==> config.mk <==
export PLATFORM = sky130hd
export DESIGN_NAME = fetch_stage_flat
export DESIGN_NICKNAME = d
export VERILOG_FILES = /design/src/rtl/fetch_stage_if.sv /design/src/rtl/fetch_stage.sv /design/src/flat_wrapper.sv
export SDC_FILE = /design/constraint.sdc
export NUM_CORES = 1
export LEC_CHECK = 0
export ABC_CLOCK_PERIOD_IN_PS = 2870
export CAP_MARGIN = 25
export CORE_MARGIN = 2
export CORE_UTILIZATION = 48
export CTS_CLUSTER_SIZE = 24
export DETAILED_ROUTE_END_ITERATION = 16
export DONT_BUFFER_PORTS = 1
export GPL_TIMING_DRIVEN = 0
export SLEW_MARGIN = 25
export SYNTH_ARGS = -nofsm -noshare
export SYNTH_HDL_FRONTEND = slang
export SYNTH_SLANG_ARGS = --single-unit
==> constraint.sdc <==
create_clock -name clk -period 2.87 [get_ports clk]
set_input_delay 0.287 -clock clk [delete_from_list [all_inputs] [get_ports clk]]
set_output_delay 0.287 -clock clk [all_outputs]
set_load 0.01 [all_outputs]
==> src/rtl/fetch_stage_if.sv <==
// Fetch-stage bus: pipeline controls and targets in, instruction-memory port and F/D buffer fields out.
// The slave modport is the fetch stage; the master modport is the control/decode side.
interface fetch_stage_if #(
   parameter int unsigned PC_W = 32
);
   logic            pc_enable;
   logic            f_d_buffer_enable;
   logic            flush;
   logic [1:0]      jump_sel;
   logic [PC_W-1:0] branch_target;
   logic [PC_W-1:0] mem_target;
   logic [15:0]     imem_data;
   logic [PC_W-1:0] imem_addr;
   logic [5:0]      opcode;
   logic [2:0]      src;
   logic [2:0]      dst;
   logic [15:0]     imm;
   logic [PC_W-1:0] pc_next_out;
   logic            fd_valid;

   modport master (
      output pc_enable, f_d_buffer_enable, flush, jump_sel, branch_target, mem_target, imem_data,
      input  imem_addr, opcode, src, dst, imm, pc_next_out, fd_valid
   );

   modport slave (
      input  pc_enable, f_d_buffer_enable, flush, jump_sel, branch_target, mem_target, imem_data,
      output imem_addr, opcode, src, dst, imm, pc_next_out, fd_valid
   );
endinterface

==> src/rtl/fetch_stage.sv <==
// Instruction fetch: PC register, next-PC select and F/D pipeline buffer.
// Define FETCH_IMM_EN to enable two-word instructions (bit 0 = immediate word follows).
module fetch_stage #(
   parameter int unsigned     PC_W     = 32,
   parameter logic [PC_W-1:0] RESET_PC = {PC_W{1'b0}},
   parameter logic [PC_W-1:0] INT_VEC  = 32'h0000_0002
) (
   input logic          clk,
   input logic          rst,
   fetch_stage_if.slave bus
);

`ifdef FETCH_IMM_EN
   localparam logic [0:0] S_FETCH = 1'b0;
   localparam logic [0:0] S_IMM   = 1'b1;

   logic [0:0]  state_q, state_d;
   logic [15:0] hold_q, hold_d;
`endif

   logic [PC_W-1:0] pc_q, pc_d;
   logic [PC_W-1:0] pc_plus1, pc_sel;
   logic [5:0]      opcode_q, opcode_d;
   logic [2:0]      src_q, src_d;
   logic [2:0]      dst_q, dst_d;
   logic [15:0]     imm_q, imm_d;
   logic [PC_W-1:0] pcn_q, pcn_d;
   logic            valid_q, valid_d;
   logic            do_load, do_bubble;
   logic [15:0]     load_word, load_imm;
   logic            unused_low_bits;

   // Next-PC selection; all-ones wraps to zero on the sequential path.
   always_comb begin
      pc_plus1 = pc_q + {{(PC_W-1){1'b0}}, 1'b1};
      case (bus.jump_sel)
         2'b00:   pc_sel = pc_plus1;
         2'b01:   pc_sel = bus.branch_target;
         2'b10:   pc_sel = bus.mem_target;
         2'b11:   pc_sel = INT_VEC;
         default: pc_sel = pc_plus1;
      endcase
      if (bus.pc_enable) pc_d = pc_sel;
      else               pc_d = pc_q;
   end

   // Decide whether the buffer takes a bubble, a new instruction, or holds.
   always_comb begin
      load_word = bus.imem_data;
      load_imm  = 16'h0000;
      do_load   = 1'b0;
      do_bubble = 1'b0;
`ifdef FETCH_IMM_EN
      state_d   = state_q;
      hold_d    = hold_q;
      if (bus.flush) begin
         do_bubble = 1'b1;
         state_d   = S_FETCH;
         hold_d    = 16'h0000;
      end else if (bus.pc_enable) begin
         case (state_q)
            S_FETCH: begin
               if (bus.imem_data[0]) begin
                  hold_d    = bus.imem_data;
                  state_d   = S_IMM;
                  do_bubble = bus.f_d_buffer_enable;
               end else begin
                  do_load   = bus.f_d_buffer_enable;
               end
            end
            S_IMM: begin
               // A redirect here means the immediate word is never fetched: drop the pending opcode.
               state_d = S_FETCH;
               hold_d  = 16'h0000;
               if (bus.jump_sel != 2'b00) begin
                  do_bubble = bus.f_d_buffer_enable;
               end else begin
                  do_load   = bus.f_d_buffer_enable;
                  load_word = hold_q;
                  load_imm  = bus.imem_data;
               end
            end
            default: state_d = S_FETCH;
         endcase
      end else begin
         state_d = state_q;
      end
`else
      if (bus.flush)          do_bubble = 1'b1;
      else if (bus.pc_enable) do_load   = bus.f_d_buffer_enable;
      else                    do_load   = 1'b0;
`endif
   end

   // F/D buffer next values.
   always_comb begin
      if (do_bubble) begin
         opcode_d = 6'b000000;
         src_d    = 3'b000;
         dst_d    = 3'b000;
         imm_d    = 16'h0000;
         pcn_d    = {PC_W{1'b0}};
         valid_d  = 1'b0;
      end else if (do_load) begin
         opcode_d = load_word[15:10];
         src_d    = load_word[9:7];
         dst_d    = load_word[6:4];
         imm_d    = load_imm;
         pcn_d    = pc_plus1;
         valid_d  = 1'b1;
      end else begin
         opcode_d = opcode_q;
         src_d    = src_q;
         dst_d    = dst_q;
         imm_d    = imm_q;
         pcn_d    = pcn_q;
         valid_d  = valid_q;
      end
   end

   assign unused_low_bits = ^load_word[3:0];

   // State registers; reset yields a bubble at RESET_PC in FETCH.
   always_ff @(posedge clk or negedge rst) begin
      if (!rst) begin
         pc_q     <= RESET_PC;
         opcode_q <= 6'b000000;
         src_q    <= 3'b000;
         dst_q    <= 3'b000;
         imm_q    <= 16'h0000;
         pcn_q    <= {PC_W{1'b0}};
         valid_q  <= 1'b0;
`ifdef FETCH_IMM_EN
         state_q  <= S_FETCH;
         hold_q   <= 16'h0000;
`endif
      end else begin
         pc_q     <= pc_d;
         opcode_q <= opcode_d;
         src_q    <= src_d;
         dst_q    <= dst_d;
         imm_q    <= imm_d;
         pcn_q    <= pcn_d;
         valid_q  <= valid_d;
`ifdef FETCH_IMM_EN
         state_q  <= state_d;
         hold_q   <= hold_d;
`endif
      end
   end

   assign bus.imem_addr   = pc_q;
   assign bus.opcode      = opcode_q;
   assign bus.src         = src_q;
   assign bus.dst         = dst_q;
   assign bus.imm         = imm_q;
   assign bus.pc_next_out = pcn_q;
   assign bus.fd_valid    = valid_q;

endmodule

==> src/flat_wrapper.sv <==
// flat-port wrapper written by rule: the top's interface ports become plain ports
module fetch_stage_flat 
#(
   parameter int unsigned     PC_W     = 32,
   parameter logic [PC_W-1:0] RESET_PC = {PC_W{1'b0}},
   parameter logic [PC_W-1:0] INT_VEC  = 32'h0000_0002
)
  (clk, rst, bus_pc_enable, bus_f_d_buffer_enable, bus_flush, bus_jump_sel, bus_branch_target, bus_mem_target, bus_imem_data, bus_imem_addr, bus_opcode, bus_src, bus_dst, bus_imm, bus_pc_next_out, bus_fd_valid);
  fetch_stage_if #(.PC_W(PC_W)) bus_i ();
  input logic clk;
  input logic rst;
  input wire logic [$bits(bus_i.pc_enable)-1:0] bus_pc_enable;
  input wire logic [$bits(bus_i.f_d_buffer_enable)-1:0] bus_f_d_buffer_enable;
  input wire logic [$bits(bus_i.flush)-1:0] bus_flush;
  input wire logic [$bits(bus_i.jump_sel)-1:0] bus_jump_sel;
  input wire logic [$bits(bus_i.branch_target)-1:0] bus_branch_target;
  input wire logic [$bits(bus_i.mem_target)-1:0] bus_mem_target;
  input wire logic [$bits(bus_i.imem_data)-1:0] bus_imem_data;
  output wire logic [$bits(bus_i.imem_addr)-1:0] bus_imem_addr;
  output wire logic [$bits(bus_i.opcode)-1:0] bus_opcode;
  output wire logic [$bits(bus_i.src)-1:0] bus_src;
  output wire logic [$bits(bus_i.dst)-1:0] bus_dst;
  output wire logic [$bits(bus_i.imm)-1:0] bus_imm;
  output wire logic [$bits(bus_i.pc_next_out)-1:0] bus_pc_next_out;
  output wire logic [$bits(bus_i.fd_valid)-1:0] bus_fd_valid;
  assign bus_i.pc_enable = bus_pc_enable;
  assign bus_i.f_d_buffer_enable = bus_f_d_buffer_enable;
  assign bus_i.flush = bus_flush;
  assign bus_i.jump_sel = bus_jump_sel;
  assign bus_i.branch_target = bus_branch_target;
  assign bus_i.mem_target = bus_mem_target;
  assign bus_i.imem_data = bus_imem_data;
  assign bus_imem_addr = bus_i.imem_addr;
  assign bus_opcode = bus_i.opcode;
  assign bus_src = bus_i.src;
  assign bus_dst = bus_i.dst;
  assign bus_imm = bus_i.imm;
  assign bus_pc_next_out = bus_i.pc_next_out;
  assign bus_fd_valid = bus_i.fd_valid;
  fetch_stage #(.PC_W(PC_W), .RESET_PC(RESET_PC), .INT_VEC(INT_VEC)) u_core (.clk(clk), .rst(rst), .bus(bus_i));
endmodule
=== After elaboration in Yosys (flattened, before gate mapping) ===
Index checks and enable logic that the tools add are counted.

* Add/sub/neg operators: 1
* Eq/ne operators: 3
* Muxes and demuxes: 16
* Reductions and logical operators: 2

{| class="wikitable"
|+ Operator list
! cell !! count
|-
| $pmux 32 s4 || 1
|-
| $mux 32 || 2
|-
| $add 32x1->32 const B || 1
|-
| $mux 16 || 2
|-
| $mux 3 || 4
|-
| $mux 6 || 2
|-
| $mux 1 || 5
|-
| $eq 2x2->1 const B || 2
|-
| $eq 2x1->1 const B || 1
|-
| $logic_not 2->1 || 1
|-
| $reduce_bool 2->1 || 1
|}

* Register bits: 93
* Bits of input ports: 87
* Word-level logic and storage cells: 29

=== Longest topological paths before layout ===
Gate-level depths: netlist (run 1).

* Word-level depth: 4
* Mapped depth: 7
* Depth with buffers taken out: 5

=== Worst setup path after synthesis (run 1) ===
Ideal clock, no wire load.

* Kind: register -> register
* Start: register u_core.pc_q[0] (netlist: u_core.bus.imem_addr[0])
* End: register u_core.pcn_q[26] (netlist: u_core.bus.pc_next_out[26])
* Arrival time: 2.095 ns
* Data required time: 2.732 ns
* Setup slack: 0.637 ns
* Cell stages (with the launch flop): 8
* Period minus slack after synthesis: 2.233 ns
* Cell sequence: dfrtp_1 -> ha_1 -> nand3_2 -> or4_1 -> buf_2 -> buf_2 -> o311ai_1 -> o211ai_1

* Word-level cells in the longest chain between the ends: 3

{| class="wikitable"
|+ RTL lines
! item !! line !! text
|-
| from (decl) || fetch_stage.sv:21 || <nowiki>logic [PC_W-1:0] pc_q, pc_d;</nowiki>
|-
| from (signal assigned) || fetch_stage.sv:138 || <nowiki>pc_q <= pc_d;</nowiki>
|-
| $add 32x1->32 || fetch_stage.sv:35 || <nowiki>pc_plus1 = pc_q + {{(PC_W-1){1'b0}}, 1'b1};</nowiki>
|-
| $mux 32 || fetch_stage.sv:104 || <nowiki>end else if (do_load) begin</nowiki>
|-
| $mux 32 || fetch_stage.sv:97 || <nowiki>if (do_bubble) begin</nowiki>
|-
| to (signal assigned) || fetch_stage.sv:131 || <nowiki>pcn_q <= {PC_W{1'b0}};</nowiki>
|-
| to (signal assigned) || fetch_stage.sv:143 || <nowiki>pcn_q <= pcn_d;</nowiki>
|-
| to (decl) || fetch_stage.sv:27 || <nowiki>logic [PC_W-1:0] pcn_q, pcn_d;</nowiki>
|}

No other way between the ends. The select of a mux whose other input is x is not followed.
A chain may end at the register's enable or synchronous reset.

=== Worst setup path after layout (run 1) ===
* Start: register u_core.pc_q[3] (netlist: u_core.bus.imem_addr[3])
* End: register u_core.pcn_q[25] (netlist: u_core.bus.pc_next_out[25])

The elaborated chain is that of the path after synthesis.

==> results.md, run 1 <==
* Status: finished clean
* Top Ports at 180
* Hpwl dp at 10.7 mm
* Initial antenna violation count at 0
* Grt total ovfl at 0
* Post-cts gate resize count at 0
* Gpl congestion at 0.896
* Largest family of logic cells by synthesized area: compound AO/OA/AOI/OAI gates
* Endpoints failing hold at 0
* Fraction of registers with async set or reset after synthesis at 1.00
* Mean Syn Cell Area at 9.23 um2
* Antenna Nets Post-Route at 0
* Main flop type after synthesis: dfrtp_1
* Die W at 102 um
* Cell with the most instances after synthesis: dfrtp_1
* Clock Skew at 0.00934 ns
* Worst vdd ir at 0.277 mV
* Critical Path Fanout Max at 10
* Starting density of the core at 0.496
* Area contributors post-synth: dfrtp_1, a22o_1, a221o_1
* CTS Buffer Depth at 2
* Critical path class: flip-flop to flip-flop
* Synth Area in Simple Gates at 0.199
* Netlist cell types at 61
* Layout net count at 614
* Seq/Total Area, Yosys at 0.420
* CP endpoint kind: flip-flop
* Yosys reg bits at 77
* FMAX at 361 MHz
* Worst setup SP type: flip-flop
* Tcrit/Tclk final at 0.964
* WL/cell at 23.5 um
* Synth top cells by count: dfrtp_1, nand2_1, clkbuf_1
* Setup TNS at 0 ns
* Area fraction of the dominant cell type after synthesis at 0.420
* Cts hold-fix bufs at 3
* Vias in the first global route at 4,092
* Dpl cell area at 4800 um2
* Root Buffer: clkbuf_8
* Unrepaired setup endpoints after global routing: false
* Synthesized cell area at 4590 um2
* GRT Util Overall at 0.294
* Max-cap violation count at 0
* Hold WC Path Type: input pin to flip-flop
* Fin Hold WS at 0.0547 ns
* Largest net degree at the start of global routing at 78
* Share of cells above drive strength 1 at 0.0906
* First-pass GRT wire length at 22.9 mm
* Power density cells at 544 nW/um2
* Initial DRC Count at 372
* CTS tree: built
* Post-synthesis compound-gate area fraction at 0.257
* Cell count after synthesis at 497
* Layout area overhead at 10.6%
* Tot Pwr at 2.76 mW
* EDFF count, synth at 0
* Critical Path AT at 3.02 ns
* DR vias at 4,393
* Tmin final at 2.77 ns
* PortBufs at 0
* Rel. slew slack at 0.292
* Cell area after layout at 5070 um2
* Leakage at 2.04 nW
* Clk sinks at 77
* Cell Rows at 35
* TritonRoute pass-1 iters at 5
* Depth of the CTS H-tree at 3
* Post-CTS setup buffer count at 0
* Clk slew on worst S/H paths at 0.09 ns
* Yosys warnings at 0
* Final wirelength at 15.5 mm
* Area leader, netlist: dfrtp_1
* Core ar. at 9240 um2
* CP required at 3.12 ns
* Fin util at 0.549
* Ant diodes at 0
* Number of remaining DRC errors at 0
* Worst Tran Pin Value at 1.05 ns
* Die span in y at 102 um
* Final count of pins violating max slew at 0
* Average via count per standard cell at 6.67
* Adder-cell share of the synthesized area at 0.00273
* Endpoints failing setup at 0
* Worst skew pair latency at 0.36 ns
* CTS Buf Count at 9
* Post-synthesis mux area share at 0.0199
* Die area at 10,400 um2
* Post-synthesis xor/xnor area fraction at 0.0267
## cells by family (layout without fill, tap and decap cells)
family,count (synthesis),count (layout)
and+or+nand+nor,169,169
AOI/OAI and AO/OA,154,154
DFF,77,77
buffers and inverters,72,90
xor gates and xnor gates,14,14
muxes,9,9
adders and majority gates,1,1
other,1,16
## area by class of cell
| class | count | area (um2) |
|---|---|---|
| flip-flops and latches | 77 | 1930 |
| clock buffers | 9 | 124 |
| multi-input cells | 363 | 2390 |
| plain buffers | 61 | 298 |
| repair buffers | 3 | 47.5 |
| clock inverters | 6 | 88.8 |
| well taps | 129 | 161 |
| fillers | 869 | 4170 |
| inverters | 11 | 41.3 |
## through the flow
step / setup WS (ns) / instances
2_1_floorplan: 0.637 / 512
3_3_place_gp: 0.217 / 641
3_5_place_dp: 0.169 / 641
4_1_cts: 0.141 / 659
5_1_grt: 0.0257 / 659
6_report: 0.102 / 659
## critical path: stages (launching register included)
cell      delay [ns]
dfrtp_1         0.56
nand4_2         0.32
nor4_1          0.97
buf_2           0.42
a211oi_1        0.12
a221o_1         0.27
## state kept, by name, summed over array words and instances (netlist names)
name	flops
u_core.bus.imem_addr	32
u_core.bus.fd_valid	1
u_core.bus.src	3
u_core.bus.pc_next_out	32
u_core.bus.dst	3
u_core.bus.opcode	6
## where the power goes
group          switching, mW  internal, mW
sequential             0.182          1.18
combinational          0.299         0.184
clock                  0.434         0.485
## worst paths after layout
| path | start | end | slack, ns | cells after the start |
|---|---|---|---|---|
| worst max register to register | u_core.bus.imem_addr[3] | u_core.bus.pc_next_out[25] | 0.10 | 5 |
| worst min-delay path | bus_imem_data[10] | u_core.bus.opcode[0] | 0.05 | 1 |
| worst max-delay path | u_core.bus.imem_addr[3] | u_core.bus.pc_next_out[25] | 0.10 | 5 |
| worst min register to register | u_core.bus.pc_next_out[9] | u_core.bus.pc_next_out[9] | 0.56 | 2 |
| min in group asynchronous | rst | u_core.bus.pc_next_out[4] | 0.47 | 2 |
| max in group asynchronous | rst | u_core.bus.imem_addr[14] | 2.05 | 2 |
## metal layers
| layer | up-vias | routed length (um) | global-route usage |
|---|---|---|---|
| li1 | 1933 | - | - |
| met1 | 2194 | 6620 | 0.412 |
| met2 | 251 | 7150 | 0.461 |
| met3 | 15 | 1560 | 0.0718 |
| met4 | 0 | 140 | 0.0717 |
| met5 | - | 0 | 0 |
## cell usage in the layout, fill, tap and decap left out, drive strengths merged, types with 5 or more instances in the layout
cell type and n:
dfrtp 77, clkbuf 43, nand2 40, o21ai 30
nor2 28, buf 28, a22o 22, nor4 18
nand3 17, a221o 16, nor3 16, conb 16
xnor2 13, nand4 13, a211oi 12, o211ai 11
inv 10, o2bb2ai 9, or4 9, o22ai 8
mux2i 8, a222oi 8, a21oi 8, o311ai 6
a311oi 5, and3 5, or3 5
Power figures use the tool's default switching activity.
==> run 2: changes to the inputs <==
--- a/config.mk
+++ b/config.mk
@@ -7,6 +7,7 @@
 export LEC_CHECK = 0
 export ABC_CLOCK_PERIOD_IN_PS = 2870
 export CAP_MARGIN = 25
+export CORE_ASPECT_RATIO = 1.5
 export CORE_MARGIN = 2
 export CORE_UTILIZATION = 48
 export CTS_CLUSTER_SIZE = 24
==> run 2 against run 1 <==
First-iteration DRC count shrank 13%. Core utilization rose by 0.89 points. Maximum frequency grew 1.7%. Sequential power is essentially flat. Clock skew down 0.0028 ns. Non-clock buffer count did not move.
==> results.md, run 2 (synthesis results as in run 1) <==
* Status: finished clean
* TritonRoute pass-1 iters at 5
* Average via count per standard cell at 6.78
* Clock Skew at 0.00657 ns
* Layout area overhead at 12.6%
* Clk sinks at 77
* Depth of the CTS H-tree at 3
* Rel. slew slack at 0.294
* Post-CTS setup buffer count at 0
* First-pass GRT wire length at 24.3 mm
* Critical path class: flip-flop to flip-flop
* Tmin final at 2.72 ns
* Dpl ws at 0.149 ns
* Area occupied by multi-input gates at 2390 um2
* Worst skew pair latency at 0.35 ns
* CP required at 3.10 ns
* Tcrit/Tclk final at 0.948
* Power density cells at 603 nW/um2
* FMAX at 367 MHz
* Ant diodes at 0
* Worst vdd ir at 0.336 mV
* Cell Rows at 43
* Antenna Nets Post-Route at 0
* Die W at 83.8 um
* Core ar. at 9250 um2
* Initial antenna violation count at 0
* Gpl congestion at 0.955
* Die area at 10,400 um2
* Final count of pins violating max slew at 0
* Hpwl dp at 11.7 mm
* CTS tree: built
* R2R Path Start: u_core.bus.imem_addr[2]
* Endpoints failing setup at 0
* DR vias at 4,358
* PortBufs at 0
* Setup TNS at 0 ns
* Worst Tran Pin Value at 1.06 ns
* R2R depth at 6
* Worst setup SP type: flip-flop
* Root Buffer: clkbuf_16
* Clk slew on worst S/H paths at 0.06 ns
* Final worst setup slack at 0.148 ns
* Hold Path Depth at 1
* Critical hold path startpoint: bus_imem_data[11]
* Grt total ovfl at 0
* Critical Path AT at 2.95 ns
* Fillers at 879
* Hold WC Path Type: input pin to flip-flop
* Layout net count at 614
* Most common cell after layout, fill and taps aside: dfrtp_1
* Vias in the first global route at 4,257
* Top Ports at 180
* Starting density of the core at 0.496
* Leakage at 2.10 nW
* Tot Pwr at 3.11 mW
* Final wirelength at 16.0 mm
* Die span in y at 124 um
* WL/cell at 25.0 um
* Register area at 1930 um2
* Endpoints failing hold at 0
* CTS Buffer Depth at 2
* Largest net degree at the start of global routing at 78
* Commonest non-fill, non-tap cells in the layout: dfrtp_1, nand2_1, clkbuf_1
* Max-cap violation count at 0
* CTS Buf Count at 9
* Reg2Reg Setup Slack at 0.15 ns
* Share of cells above drive strength 1 at 0.0923
* Number of remaining DRC errors at 0
* Unrepaired setup endpoints after global routing: false
* CP endpoint kind: flip-flop
* Critical Path Fanout Max at 10
* WHS Endpoint: u_core.bus.opcode[1]
* Reg2Reg Capture Point: u_core.bus.pc_next_out[25]
* Initial DRC Count at 322
* GRT Util Overall at 0.307
## run 2: changes by cell type in the layout (fill, tap and decap cells not counted), sizes merged
cell      previous run  this run
clkinvlp             2         1
clkinv               3         4
inv                 10        11
## run 2: area by class of cell
class / count / area share
tap: 112 / 0.0271
clock inverter: 7 / 0.0191
multi-input combinational: 363 / 0.462
inverter: 11 / 0.00800
clock buffer: 9 / 0.0436
sequential: 77 / 0.373
buffer: 61 / 0.0577
timing repair buffer: 3 / 0.00921
## run 2: power breakdown
part | switching, mW | internal, mW
sequential | 0.184 | 1.18
clock | 0.497 | 0.767
combinational | 0.303 | 0.183
## run 2: worst max-delay path by stage
stage                            startpoint                          to  slack, ns  cells past startpoint
global route        u_core.bus.imem_addr[0]  u_core.bus.pc_next_out[26]       0.06                      7
finish              u_core.bus.imem_addr[2]  u_core.bus.pc_next_out[25]       0.15                      6
global placement    u_core.bus.imem_addr[0]    u_core.bus.imem_addr[26]       0.14                      5
CTS                 u_core.bus.imem_addr[2]  u_core.bus.pc_next_out[25]       0.14                      6
detailed placement  u_core.bus.imem_addr[2]  u_core.bus.pc_next_out[25]       0.15                      6
floorplan           u_core.bus.imem_addr[0]  u_core.bus.pc_next_out[26]       0.64                      7
## run 2: per-stage QoR
stage	util	instance area [um2]	std cells	hold slack (ns)
6_report	0.558	5160	643	0.0756
5_1_grt	0.558	5160	643	0.0718
4_1_cts	0.557	5150	643	0.0696
3_5_place_dp	0.517	4780	624	-0.00670
3_3_place_gp	0.517	4780	624	-0.00698
2_1_floorplan	-	4640	512	-0.00859
## run 2: worst max-delay path, cell delays in order, from the launching register on
cell,delay [ns]
dfrtp_1,0.41
buf_2,0.22
nand4_2,0.26
nor4_1,0.91
buf_2,0.41
a211oi_1,0.12
a221o_1,0.28
## run 2: timing repair
action / 4_1_cts / 5_1_grt
hold endpoints to repair: 78 / 0
setup endpoints to repair: 0 / 3
gates resized for setup: 0 / 1
hold buffers: 3 / 0
## run 2: per-layer routing
layer | GRT usage | part of all wire
met5 | 0 | 0
met4 | 0.140 | 0.035
met3 | 0.0702 | 0.075
met2 | 0.546 | 0.52
met1 | 0.352 | 0.37
==> run 3: changes to the inputs <==
--- a/config.mk
+++ b/config.mk
@@ -5,6 +5,7 @@
 export SDC_FILE = /design/constraint.sdc
 export NUM_CORES = 1
 export LEC_CHECK = 0
+export ABC_AREA = 1
 export ABC_CLOCK_PERIOD_IN_PS = 2870
 export CAP_MARGIN = 25
 export CORE_ASPECT_RATIO = 1.5
==> run 3 against run 2 <==
Final area shrank 2.7%. Flip-flop and latch count is the same. Wire length shrank 14%. Worst setup slack gained 0.85 ns. Global-route usage shrank 2.8 points. Register-to-register slack gained 0.85 ns. Clock-buffer cell count grew 3. Sequential power is essentially flat. Combinational power shrank 9.2%. Final cell count grew 16%. Critical path type unchanged. Largest cell class unchanged.
==> results.md, run 3 <==
* Status: finished clean
* Max stage delay cell, worst path: dfrtp_1
* GRT Util Overall at 0.279
* EDFF count, synth at 0
* Area contributors post-synth: dfrtp_1, nand2_1, nor2_1
* Initial antenna violation count at 0
* Tmin final at 1.87 ns
* Leakage at 2.49 nW
* CTS Buf Count at 9
* Fin Hold WS at 0.0978 ns
* Final worst setup slack at 1.00 ns
* CP required at 3.13 ns
* Clk sinks at 77
* FMAX at 535 MHz
* Post-CTS setup buffer count at 0
* CTS Buffer Depth at 2
* Average via count per standard cell at 5.34
* Vias in the first global route at 3,955
* Ant diodes at 0
* Post-cts gate resize count at 0
* Critical path class: flip-flop to flip-flop
* Crit path cell chain: ha_1 -> nand2_2 -> nor2_4 -> nand2_2 -> nor2_2 -> xor2_1 -> nand2_1 -> a21oi_1
* Die span in y at 122 um
* Synthesized cell area at 4450 um2
* Tcrit/Tclk final at 0.651
* Fin util at 0.549
* Hpwl dp at 10.9 mm
* Area fraction of the dominant cell type after synthesis at 0.433
* Grt total ovfl at 0
* Root Buffer: clkbuf_16
* Worst Tran Pin Value at 0.686 ns
* Setup TNS at 0 ns
* First-pass GRT wire length at 20.5 mm
* Dpl cell area at 4640 um2
* Seq/Total Area, Yosys at 0.433
* Peak per-stage delay on the critical path at 0.49 ns
* Cell area after layout at 5020 um2
* R2R depth at 8
* Fraction of registers with async set or reset after synthesis at 1.00
* Final count of pins violating max slew at 0
* Cts hold-fix bufs at 2
* Critical Path Fanout Max at 4
* Switching portion of total power at 0.289
* Synth top cells by count: nand2_1, dfrtp_1, nor2_1
* Metal-1 WL at 4.82 mm
* Depth of the CTS H-tree at 3
* Top Ports at 180
* Placed cell count at 727
* Die W at 82.6 um
* Fillers at 920
* DR vias at 3,975
* PortBufs at 0
* Critical Path AT at 2.13 ns
* Highest routed layer: met4
* Rel. slew slack at 0.543
* Crit-path most repeated cell: nand2_2
* Hold WC Path Type: input pin to flip-flop
* Largest net degree at the start of global routing at 78
* TritonRoute pass-1 iters at 4
* Core ar. at 9150 um2
* Final wirelength at 13.7 mm
* Main flop type after synthesis: dfrtp_1
* Dpl ws at 1.01 ns
* Share of cells above drive strength 1 at 0.101
* Critical hold path startpoint: bus_imem_data[6]
* Endpoints failing hold at 0
* Hold Path Depth at 1
* Met3 wire len at 886 um
* Worst vdd ir at 0.475 mV
* Tot Pwr at 3.10 mW
* Cell with the most instances after synthesis: nand2_1
* Unrepaired setup endpoints after global routing: false
* Max-cap violation count at 0
* Commonest non-fill, non-tap cells in the layout: nand2_1, dfrtp_1, nor2_1
* Clk network pwr share at 0.420
* Number of remaining DRC errors at 0
* Mean Syn Cell Area at 7.41 um2
* Netlist cell types at 28
* Reg2Reg Capture Point: u_core.bus.imem_addr[14]
* Endpoints failing setup at 0
* Met2 WL at 7.57 mm
* Comb pwr share at 0.143
* Power density cells at 617 nW/um2
* CTS tree: built
* Worst skew pair latency at 0.33 ns
* Yosys warnings at 0
* CP endpoint kind: flip-flop
* Yosys reg bits at 77
* Cell Rows at 43
* Gpl congestion at 0.912
* Cell count after synthesis at 600
* Clock Skew at 0.00517 ns
* Die area at 10,100 um2
* Layout area overhead at 12.9%
* Internal Pwr Total at 2.20 mW
* Starting density of the core at 0.486
* WHS Endpoint: u_core.bus.dst[2]
* Post-route insts no fill at 745
* Reg2Reg Setup Slack at 1.00 ns
* Net Switching at 0.895 mW
* Seq pwr share at 0.438
* Layout net count at 716
* Area leader, netlist: dfrtp_1
* Worst setup SP type: flip-flop
* Initial DRC Count at 239
* WL/cell at 18.4 um
* R2R Path Start: u_core.bus.imem_addr[0]
* Antenna Nets Post-Route at 0
* Clk slew on worst S/H paths at 0.06 ns
* Most common cell after layout, fill and taps aside: nand2_1
run 3: area by class of cell:
type	instances	area [um2]	share of cell area
Multi-Input combinational cell	464	2230	0.443
Tap cell	112	140	0.0279
Timing Repair Buffer	2	37.5	0.00747
Buffer	44	236	0.0471
Clock buffer	12	246	0.0491
Clock inverter	4	95.1	0.0189
Sequential cell	77	1930	0.384
Inverter	30	113	0.0224
run 3: worst max-delay path by stage:
stage,startpoint,endpoint,cells past startpoint
after floorplan,u_core.bus.imem_addr[1],u_core.bus.imem_addr[12],8
after global placement,u_core.bus.imem_addr[0],u_core.bus.imem_addr[14],8
after detailed placement,u_core.bus.imem_addr[0],u_core.bus.imem_addr[14],8
after CTS,u_core.bus.imem_addr[0],u_core.bus.imem_addr[14],8
after global routing,u_core.bus.imem_addr[0],u_core.bus.imem_addr[12],8
final,u_core.bus.imem_addr[0],u_core.bus.imem_addr[14],8
run 3: cells by family (layout without fill, tap and decap cells):
| family | count (synthesis) | after routing | share of synthesized area |
|---|---|---|---|
| other | 1 | 16 | 0.000843 |
| AO/OA/AOI/OAI | 85 | 85 | 0.123 |
| adder cells (fa/ha/maj) | 1 | 1 | 0.00281 |
| buffers and inverters | 74 | 92 | 0.0785 |
| flip-flops | 77 | 77 | 0.433 |
| XOR/XNOR | 15 | 15 | 0.0329 |
| AND/OR/NAND/NOR | 347 | 347 | 0.328 |
run 3: power groups by stage:
stage               sequential, mW  clock [mW]  combinational (mW)
floorplan                     1.33           0               0.325
global placement              1.38           0               0.408
detailed placement            1.38           0               0.417
CTS                           1.36        1.32               0.446
global route                  1.38        1.37               0.501
finish                        1.36        1.30               0.442
run 3: worst max-delay path: cells and delay by family, from the launching register on:
kind                       cells  cell delay, ns
xor gates and xnor gates       1            0.24
and+or+nand+nor                5            0.66
adders and majority gates      1            0.26
DFF                            1            0.49
AOI/OAI and AO/OA              1            0.14
run 3: metal layers:
layer,GRT usage,vias up
met5,0,-
met4,0.106,0
met3,0.0733,25
met2,0.513,155
met1,0.295,1832
li1,-,1963
==> edit (flow settings as in run 2) <==
`PC_W` is set to 32 in 3 places; all go to 28.
--- a/src/rtl/fetch_stage_if.sv
+++ b/src/rtl/fetch_stage_if.sv
@@ -2,5 +2,5 @@
 // The slave modport is the fetch stage; the master modport is the control/decode side.
 interface fetch_stage_if #(
-   parameter int unsigned PC_W = 32
+   parameter int unsigned PC_W = 28
 );
    logic            pc_enable;
--- a/src/rtl/fetch_stage.sv
+++ b/src/rtl/fetch_stage.sv
@@ -2,5 +2,5 @@
 // Define FETCH_IMM_EN to enable two-word instructions (bit 0 = immediate word follows).
 module fetch_stage #(
-   parameter int unsigned     PC_W     = 32,
+   parameter int unsigned     PC_W     = 28,
    parameter logic [PC_W-1:0] RESET_PC = {PC_W{1'b0}},
    parameter logic [PC_W-1:0] INT_VEC  = 32'h0000_0002
--- a/src/flat_wrapper.sv
+++ b/src/flat_wrapper.sv
@@ -2,5 +2,5 @@
 module fetch_stage_flat 
 #(
-   parameter int unsigned     PC_W     = 32,
+   parameter int unsigned     PC_W     = 28,
    parameter logic [PC_W-1:0] RESET_PC = {PC_W{1'b0}},
    parameter logic [PC_W-1:0] INT_VEC  = 32'h0000_0002
Ports: changed (resized bus_branch_target, bus_imem_addr, bus_mem_target and bus_pc_next_out); port bits go from 180 to 164. The function was not compared with the original's and may differ.
==> edit against run 2 <==
Setup slack improved by 100 ps; synthesized area shrank 11%; sequential cell count is 8 lower; die area down 11%; utilization down 0.65 points; worst hold slack got worse by 69 ps; global-route usage shrank 1.7 points; routed wire length shrank 19%; clock skew decreased by 1.5 ps; first-iteration DRC count is 15% higher; total power down 13%; sequential share of layout area is 0.36 points higher; critical path depth unchanged; design area shrank 11%; critical path type unchanged; largest cell class unchanged.
==> edit: results <==
[run_status]
outcome = finished, final reports clean

[layout]
regArea_um2 = 1727
drive_gt1_frac = 0.08471
n_fill_cell = 812
nNetsFinal = 559
antenna_cells = 0

[yosys]
synth_area_leaders = dfrtp_1, a22o_1, nand2_1, o21ai_0, buf_4
ys_top_cells_by_count = dfrtp_1, nand2_1, clkbuf_1
yosysSeqAreaShare = 0.4244
ys_types = 53
synthFlopType = dfrtp_1

[detailed_routing]
wl_per_cell_um = 22.12
drtPass1Iterations = 6
via_count = 3787
wl_met3_um = 1130
dr_wl_met2_um = 6764
drt_iter0_markers = 371
drc = 0
wl_met1_um = 4928

[grt]
antenna_found_initial = 0
grt_pass1_vias = 3672
grt.total_usage = 0.2898
grt_start_max_net_pins = 70
grt_pass1_wl_um = 20160

[place]
port_buffers = 0
routabilityCongestion = 0.8892
placed_cell_area_um2 = 4259
dp_hpwl_um = 9201
place_worst_setup_slack_ps = 104.7

[clocking]
cts_inserted_buffers = 9
worstSkewPairLatency_ps = 340
path_clk_slew_ps = 60
postCtsSetupBuffers = 0
cts-root-buf = clkbuf_16
holdBufCountCts = 2

[pwr]
p_sw_frac = 0.3127
cellLeakagePower_nw = 1.927
ir_worst_vdd_uv = 392.8

[timing]
finClkSkew_ps = 5.031
tightest_slew_ps = 986.8

[critical_path]
critPathMaxStageDelay_ps = 680
cp_slowest_cell = or4_1
arrival_ps = 2840
ff2ff_setup_slack_ps = 250
cpLargestDelayFamily = simple AND/OR/NAND/NOR gates
[edit: path summary, 6_finish.rpt]
kind / endpoint / from / depth (start not counted)
worst max-delay path: u_core.bus.imem_addr[22] / u_core.bus.imem_addr[0] / 6
worst min-delay path: u_core.bus.fd_valid / bus_flush / 1
worst max register to register: u_core.bus.imem_addr[22] / u_core.bus.imem_addr[0] / 6
worst min register to register: u_core.bus.pc_next_out[11] / u_core.bus.pc_next_out[11] / 2
max in group asynchronous: u_core.bus.imem_addr[19] / rst / 2
min in group asynchronous: u_core.bus.src[1] / rst / 2
[edit: cell families after synthesis]
kind of cell,share of synthesized area
AOI/OAI and AO/OA,0.2417
xor gates and xnor gates,0.02368
adders and majority gates,0.003075
buffers and inverters,0.08272
DFF,0.4244
muxes,0.02491
other,0.0009216
and+or+nand+nor,0.1986
[edit: metal layers]
metal  global-route usage  vias up
met4               0.1299        0
li1                     -     1734
met1               0.3496     1852
met5                    0        -
met3              0.07651       19
met2               0.4859      182
[edit: per-stage QoR]
stage	std cells	hold slack (ps)
final	591	7.018
after global routing	591	6.537
after detailed placement	573	-6.871
after CTS	591	6.083
after global placement	573	-6.966
after floorplan	466	-8.591
[edit: power by group through the flow]
stage               Clock [mW]  Combinational (mW)  Sequential, mW
global placement             0               0.380            1.23
CTS                       1.07               0.416            1.22
finish                    1.06               0.418            1.22
global route              1.10               0.467            1.23
floorplan                    0               0.307            1.20
detailed placement           0               0.387            1.23
[edit: cell type report]
cell class              instances  area share
flip-flops and latches         69      0.3767
multi-input cells             326      0.4513
well taps                     107     0.02921
inverters                      10    0.008190
clock inverters                 3    0.004368
repair buffers                  2    0.008190
plain buffers                  61     0.06525
clock buffers                  13     0.05678
